$ cat src/rtl/cla_chunk_sequencer.sv
// Nibble-serial adder sequencer: walks a wide operand pair through an external
// 4-bit CLA one nibble at a time, rippling the carry through a local register.
module cla_chunk_sequencer #(
  parameter int NIB    = 4,
  parameter int SETTLE = 1
) (
  input  logic              Clk,
  input  logic              Rs,
  input  logic              in_valid,
  output logic              in_ready,
  input  logic [4*NIB-1:0]  in_a,
  input  logic [4*NIB-1:0]  in_b,
  input  logic              in_cin,
  output logic [3:0]        cla_a,
  output logic [3:0]        cla_b,
  output logic              cla_cin,
  input  logic [3:0]        cla_sum,
  input  logic              cla_cout,
  output logic              out_valid,
  input  logic              out_ready,
  output logic [4*NIB-1:0]  out_sum,
  output logic              out_cout,
  output logic              busy
);

  localparam int W  = 4 * NIB;
  localparam int IW = (NIB > 1) ? $clog2(NIB) : 1;
  localparam logic [IW-1:0] LAST_IDX   = IW'(NIB - 1);
  localparam logic [2:0]    SETTLE_CNT = 3'(SETTLE);

  typedef enum logic [1:0] {IDLE, RUN, DONE} state_e;

  state_e         state_q;
  logic [W-1:0]   a_q;
  logic [W-1:0]   b_q;
  logic [W-1:0]   sum_q;
  logic           carry_q;
  logic [IW-1:0]  idx_q;
  logic [IW-1:0]  idx_d;
  logic [2:0]     cnt_q;
  logic           in_ready_q;
  logic           out_valid_q;
  logic           busy_q;
  logic [3:0]     cla_a_q;
  logic [3:0]     cla_b_q;
  logic           cla_cin_q;

  assign idx_d = idx_q + IW'(1);

  // The CLA-facing nibble is registered, so it is preloaded with the next
  // nibble on the same edge that samples the current one.
  always_ff @(posedge Clk or negedge Rs) begin
    if (!Rs) begin
      state_q     <= IDLE;
      a_q         <= '0;
      b_q         <= '0;
      sum_q       <= '0;
      carry_q     <= 1'b0;
      idx_q       <= '0;
      cnt_q       <= '0;
      in_ready_q  <= 1'b1;
      out_valid_q <= 1'b0;
      busy_q      <= 1'b0;
      cla_a_q     <= '0;
      cla_b_q     <= '0;
      cla_cin_q   <= 1'b0;
    end else begin
      case (state_q)
        IDLE: begin
          if (in_valid) begin
            a_q        <= in_a;
            b_q        <= in_b;
            carry_q    <= in_cin;
            idx_q      <= '0;
            cnt_q      <= '0;
            cla_a_q    <= in_a[3:0];
            cla_b_q    <= in_b[3:0];
            cla_cin_q  <= in_cin;
            in_ready_q <= 1'b0;
            busy_q     <= 1'b1;
            state_q    <= RUN;
          end
        end
        RUN: begin
          if (cnt_q < SETTLE_CNT) begin
            cnt_q <= cnt_q + 3'd1;
          end else begin
            cnt_q                     <= '0;
            sum_q[{idx_q, 2'b00} +: 4] <= cla_sum;
            carry_q                   <= cla_cout;
            if (idx_q == LAST_IDX) begin
              out_valid_q <= 1'b1;
              cla_a_q     <= '0;
              cla_b_q     <= '0;
              cla_cin_q   <= 1'b0;
              state_q     <= DONE;
            end else begin
              idx_q     <= idx_d;
              cla_a_q   <= a_q[{idx_d, 2'b00} +: 4];
              cla_b_q   <= b_q[{idx_d, 2'b00} +: 4];
              cla_cin_q <= cla_cout;
            end
          end
        end
        DONE: begin
          if (out_ready) begin
            out_valid_q <= 1'b0;
            in_ready_q  <= 1'b1;
            busy_q      <= 1'b0;
            state_q     <= IDLE;
          end
        end
        default: state_q <= IDLE;
      endcase
    end
  end

  assign in_ready  = in_ready_q;
  assign out_valid = out_valid_q;
  assign busy      = busy_q;
  assign cla_a     = cla_a_q;
  assign cla_b     = cla_b_q;
  assign cla_cin   = cla_cin_q;
  assign out_sum   = sum_q;
  assign out_cout  = carry_q;

endmodule

$ cat config.mk
export PLATFORM = sky130hd
export DESIGN_NAME = cla_chunk_sequencer
export DESIGN_NICKNAME = d
export VERILOG_FILES = /design/src/rtl/cla_chunk_sequencer.sv
export SDC_FILE = /design/constraint.sdc
export NUM_CORES = 1
export LEC_CHECK = 0
export CAP_MARGIN = 20
export CORE_AREA = 2 2 140 101
export DETAILED_ROUTE_END_ITERATION = 10
export DIE_AREA = 0 0 142 103
export GPL_ROUTABILITY_DRIVEN = 0
export SLEW_MARGIN = 30
export SYNTH_ARGS = -nofsm -noshare
export SYNTH_HDL_FRONTEND = slang
export SYNTH_SLANG_ARGS = --single-unit
$ cat constraint.sdc
create_clock -name Clk -period 4.3 [get_ports Clk]
set_clock_uncertainty 0.15 [all_clocks]
set_input_delay 0.86 -clock Clk [delete_from_list [all_inputs] [get_ports Clk]]
set_output_delay 0.86 -clock Clk [all_outputs]
set_load 0.05 [all_outputs]
# ---- Word-level counts from Yosys, hierarchy flattened
# Cells that the tools add are included.
dict set report totals {
  in_bits 42
  wordCells 78
  latchBits 0
  n_memories 0
  mem_bits_rw 0
  rom_bits 0
  reg_bits 68
}
dict set report op_classes {
  n_eq_ne 8
  reduce_logical 12
  multipliers 0
  mux 36
  shifts 4
  magnitude_cmp 1
  bitwise_logic 1
  addsub 3
  n_div 0
}
# op n
set op_table {}
lappend op_table {{16-bit by 5-bit indexed part select with 4-bit output} 2}
lappend op_table {{4-bit two-way mux} 6}
lappend op_table {{16-bit bitwise mux} 1}
lappend op_table {{4-bit case mux with 2 select lines} 2}
lappend op_table {{4-bit by 6-bit variable shift with 16-bit output, first input constant} 1}
lappend op_table {{4-bit by 6-bit indexed part select with 16-bit output} 1}
lappend op_table {{2-bit two-way mux} 7}
lappend op_table {{4-bit AND reduction} 3}
lappend op_table {{1-bit two-way mux} 10}
lappend op_table {{2-bit != test, second input constant} 5}
lappend op_table {{1-bit case mux with 2 select lines} 5}
lappend op_table {{3-bit two-way mux} 2}
lappend op_table {{4-bit negation with 6-bit output} 1}
lappend op_table {{2-bit case mux with 3 select lines} 1}
lappend op_table {{3-bit case mux with 2 select lines} 1}
lappend op_table {{2-bit AND reduction} 3}
lappend op_table {{3-bit AND reduction} 2}
lappend op_table {{2-bit nonzero test} 3}
lappend op_table {{2-bit equality test, second input constant} 2}
lappend op_table {{2-bit case mux with 2 select lines} 1}
lappend op_table {{3-bit by 1-bit adder with 3-bit output, second input constant} 1}
lappend op_table {{3-bit by 1-bit less-than comparator with 1-bit output, second input constant} 1}
lappend op_table {{2-bit by 1-bit adder with 2-bit output, second input constant} 1}
lappend op_table {{2-bit by 1-bit equality test with 1-bit output, second input constant} 1}
lappend op_table {{2 further kinds} 2}

# ---- Logic depth before layout (Yosys ltp)
dict set report depth {
  ltp_word 5
  ltp_mapped 8
  depth_no_buf 5
}

# ---- Worst setup path after synthesis
# OpenSTA, ideal clock, no wires.
dict set report synth_timing {
  kind {reg-to-reg}
  from {register idx_q[0]}
  to {register sum_q[0] (netlist: out_sum[0])}
  setup_slack_ns 2.072
  period_less_slack_ns 2.228
  arrival_ns 1.999
  stages_incl_launch_ff 9
  setup_ns 0.079
  cell_sequence {dfrtp_1 buf_4 buf_6 inv_1 ha_1 buf_2 nor4bb_1 nand2_1 mux2i_1}
}
dict set report synth_via {
  elab_chain_cells 3
  word_cells_on_any_way 4
}
# item line_no
set synth_lines {}
lappend synth_lines {{from (decl)} 38} ;# logic [IW-1:0] idx_q;
lappend synth_lines {{from (signal assigned)} 98} ;# idx_q <= idx_d;
lappend synth_lines {{4-bit negation with 6-bit output (*)} 89} ;# sum_q[{idx_q, 2'b00} +: 4] <= cla_sum;
lappend synth_lines {{4-bit by 6-bit indexed part select with 16-bit output or 4-bit by 6-bit variable shift with 16-bit output (tied branches)} 89}
lappend synth_lines {{16-bit bitwise mux (*)} 89}
lappend synth_lines {{to (signal, indexed assignment)} 89}
lappend synth_lines {{to (decl)} 36} ;# logic [W-1:0] sum_q;
# Every way passes the cells marked *; elsewhere a longest branch is shown, timed or not.
# A chain may end at the register's enable or synchronous reset.

# ---- Final worst setup path
dict set report layout_timing {
  from {register in_ready_q (netlist: in_ready)}
  to {output port in_ready}
}
# item line_no
set layout_rtl {}
lappend layout_rtl {{from (decl)} 41} ;# logic in_ready_q;
lappend layout_rtl {{from (signal assigned)} 61} ;# in_ready_q <= 1'b1;
lappend layout_rtl {{from (signal assigned)} 79} ;# in_ready_q <= 1'b0;
lappend layout_rtl {{from (signal assigned)} 108} ;# in_ready_q <= 1'b1;
lappend layout_rtl {{to (decl)} 10} ;# output logic in_ready,
# No word-level cell between the ends.

==> results.md <==
- Outcome: finished, final reports clean
- Vias/cell: 4.40
- First-pass DRT Iterations: 4
- Max-cap violations: 0
- Gr ovfl total: 0
- # hold bufs at CTS: 0
- Worst hold path type: flop to flop
- Syn_nets: 359
- Critical R2R Launch: idx_q[0]$_DFFE_PN0P_
- Clock tree buffer depth: 2
- Routed via count: 2432
- Worst setup SP type: flop
- Port Buffers: 70
- Setup violations, final: 0
- Postcts setup bufs: 0
- Crit Path Max Fanout: 3
- Worst Setup SP: in_ready$_DFFE_PN1P_
- CP max-delay cell: clkdlybuf4s50_1
- WL final: 7.77 mm
- Commonest non-fill, non-tap cell in the layout: nand2_1
- CP peak stage delay: 800 ps
- Final period demand of the worst path: 2680 ps
- WP data arrival: 1670 ps
- Initial antenna violation count: 0
- Pins over their slew limit: 0
- Starting DRT DRC Count: 151
- CP Buf/Inv Count: 1
- Req. time, crit path: 3290 ps
- Chip height: 103 um
- Synth warn: 0
- Wirelength per Cell: 14.0 um
- Critical path cell sequence: clkdlybuf4s50_1
- Leak: 1.98 nW
- Die area: 14600 um2
- Post-Route Utilization: 32.7%
- CP Class: flop to output port
- Inserted Clock Buffers: 9
- Pwr dens: 812 nW/um2
- Vias in the first global route: 2499
- Global Route Usage Sum: 11.3%
- Sequential share of the synthesized area: 52.2%
- CP Capture Type: output port
- Largest net degree at the start of global routing: 43
- Fin Setup TNS: 0 ps
- PnR Total Power: 3.57 mW
- Post-synth EDFFs: 0
- Die Wd: 142 um
- Hold Fails Final Rpt: 0
- Post-Synthesis Cells: 310
- Clock-pin slew on the worst setup and hold paths: 60 ps
- Peak supply drop: 0.299 mV
- Syn Area/Cell: 10.5 um2
- CTS tree: yes
- Asr flop ratio synth: 100%
- RSZ-0062 raised after global routing: no
- Largest delay share family, worst path: buffers and inverters
- Worst-margin pin slew: 659 ps
- Worst skew pair latency: 330 ps
- Io pins: 71
- DRC errors left: 0
- Area growth syn-to-layout: 35.1%
- Routed Antenna Nets: 0
- Global-route wire length before repair: 12.8 mm
- Core footprint: 13500 um2
- Root Buffer: clkbuf_16
- Period utilization: 62.3%
- Rel. slew slack: 56.0%
- Mapped Area: 3260 um2
- Dpl hpwl: 5.70 mm
- PostCTS Resize Cnt: 0
- Top_reg_cell synth: dfrtp_1
- Flops & latches, synth: 68
- Sink Count: 68
- ANT cells: 0
- Share of cells above drive strength 1: 10.7%
- Hold_sp: a_q[1]$_DFFE_PN0P_
- # H-tree levels: 3
- Most frequent cells in the layout: nand2_1 (103), clkdlybuf4s50_1 (69), dfrtp_1 (66), inv_1 (19), mux2i_1 (14)
- Initial Util: 24.2%
- Site row count: 36
- Synth cell types: 43
- Final nets: 426
- Fmax achieved: 374 MHz
==> sequential cells by signal, summed over array words and instances, names as in the netlist <==
signal,cells
out_cout,1
out_valid,1
out_sum,16
cla_b,4
idx_q,2
b_q,16
cnt_q,3
busy,1
cla_a,4
a_q,16
in_ready,1
cla_cin,1
state_q,2
==> cell families (layout without fill, tap and decap cells) <==
logic type / after synthesis / in the layout / synth area share [%]
buf+inv: 37 / 109 / 5.64
compound gates: 35 / 35 / 8.79
mux: 26 / 26 / 11.2
fa+ha+maj: 7 / 7 / 2.69
simple gates: 137 / 137 / 19.4
flops: 68 / 68 / 52.2
==> area by class of cell <==
type | instances | area, um2
fillers | 1347 | 9060
flip-flops and latches | 68 | 1700
multi-input cells | 205 | 1390
repair buffers | 74 | 726
clock buffers | 9 | 225
well taps | 171 | 214
clock inverters | 7 | 77.6
inverters | 19 | 71.3
==> per-stage QoR <==
step	instance area (um2)	cells	hold WS, ps	setup WS [ps]
CTS	4400	553	327	1230
detailed placement	4090	537	311	1260
global placement	4090	537	303	1350
finish	4400	553	320	1620
global route	4400	553	335	1360
floorplan	3260	310	290	2070
==> power breakdown <==
group	switching, mW	internal (mW)	leakage [nW]
logic	0.974	0.714	0.972
clock network	0.287	0.451	0.146
registers	0.223	0.925	0.858
total	1.48	2.09	1.98
==> cell usage after synthesis, drive strengths merged (2+ instances only) <==
| cell | instances | area, um2 |
|---|---|---|
| inv | 19 | 71.3 |
| nand3 | 4 | 20.0 |
| o22ai | 4 | 25.0 |
| clkbuf | 2 | 7.51 |
| nand2 | 103 | 387 |
| a2bb2oi | 5 | 43.8 |
| nor4b | 2 | 17.5 |
| mux2i | 14 | 140 |
| nor3b | 4 | 40.0 |
| ha | 7 | 87.6 |
| nor3 | 3 | 20.0 |
| mux2 | 4 | 45.0 |
| dfrtp | 67 | 1680 |
| and3 | 5 | 31.3 |
| a2111oi | 2 | 42.5 |
| o21ai | 4 | 20.0 |
| nand2b | 2 | 15.0 |
| a221o | 5 | 50.1 |
| a21o | 7 | 52.6 |
| a21oi | 5 | 28.8 |
| nor4bb | 2 | 20.0 |
| nor2 | 2 | 7.51 |
| buf | 16 | 105 |
| mux4 | 8 | 180 |
| and2 | 5 | 31.3 |
==> layer usage <==
metal  up-vias  track usage [%]  wire length, um
met5         -                0                0
li1       1172                -                -
met2        55             17.2             3460
met3         7             2.83              310
met1      1198             15.7             3920
met4         0             3.69               78
==> worst paths after layout <==
kind,endpoint,slack (ps),depth (start not counted)
min,a_q[1]$_DFFE_PN0P_,320,2
max,in_ready,1620,1
max in group asynchronous,idx_q[0]$_DFFE_PN0P_,2590,2
min reg2reg,a_q[1]$_DFFE_PN0P_,320,2
max reg2reg,out_sum[11]$_DFFE_PN0P_,1670,5
min in group asynchronous,out_sum[10]$_DFFE_PN0P_,400,1
Note: power is estimated with default switching activity, not from simulation.
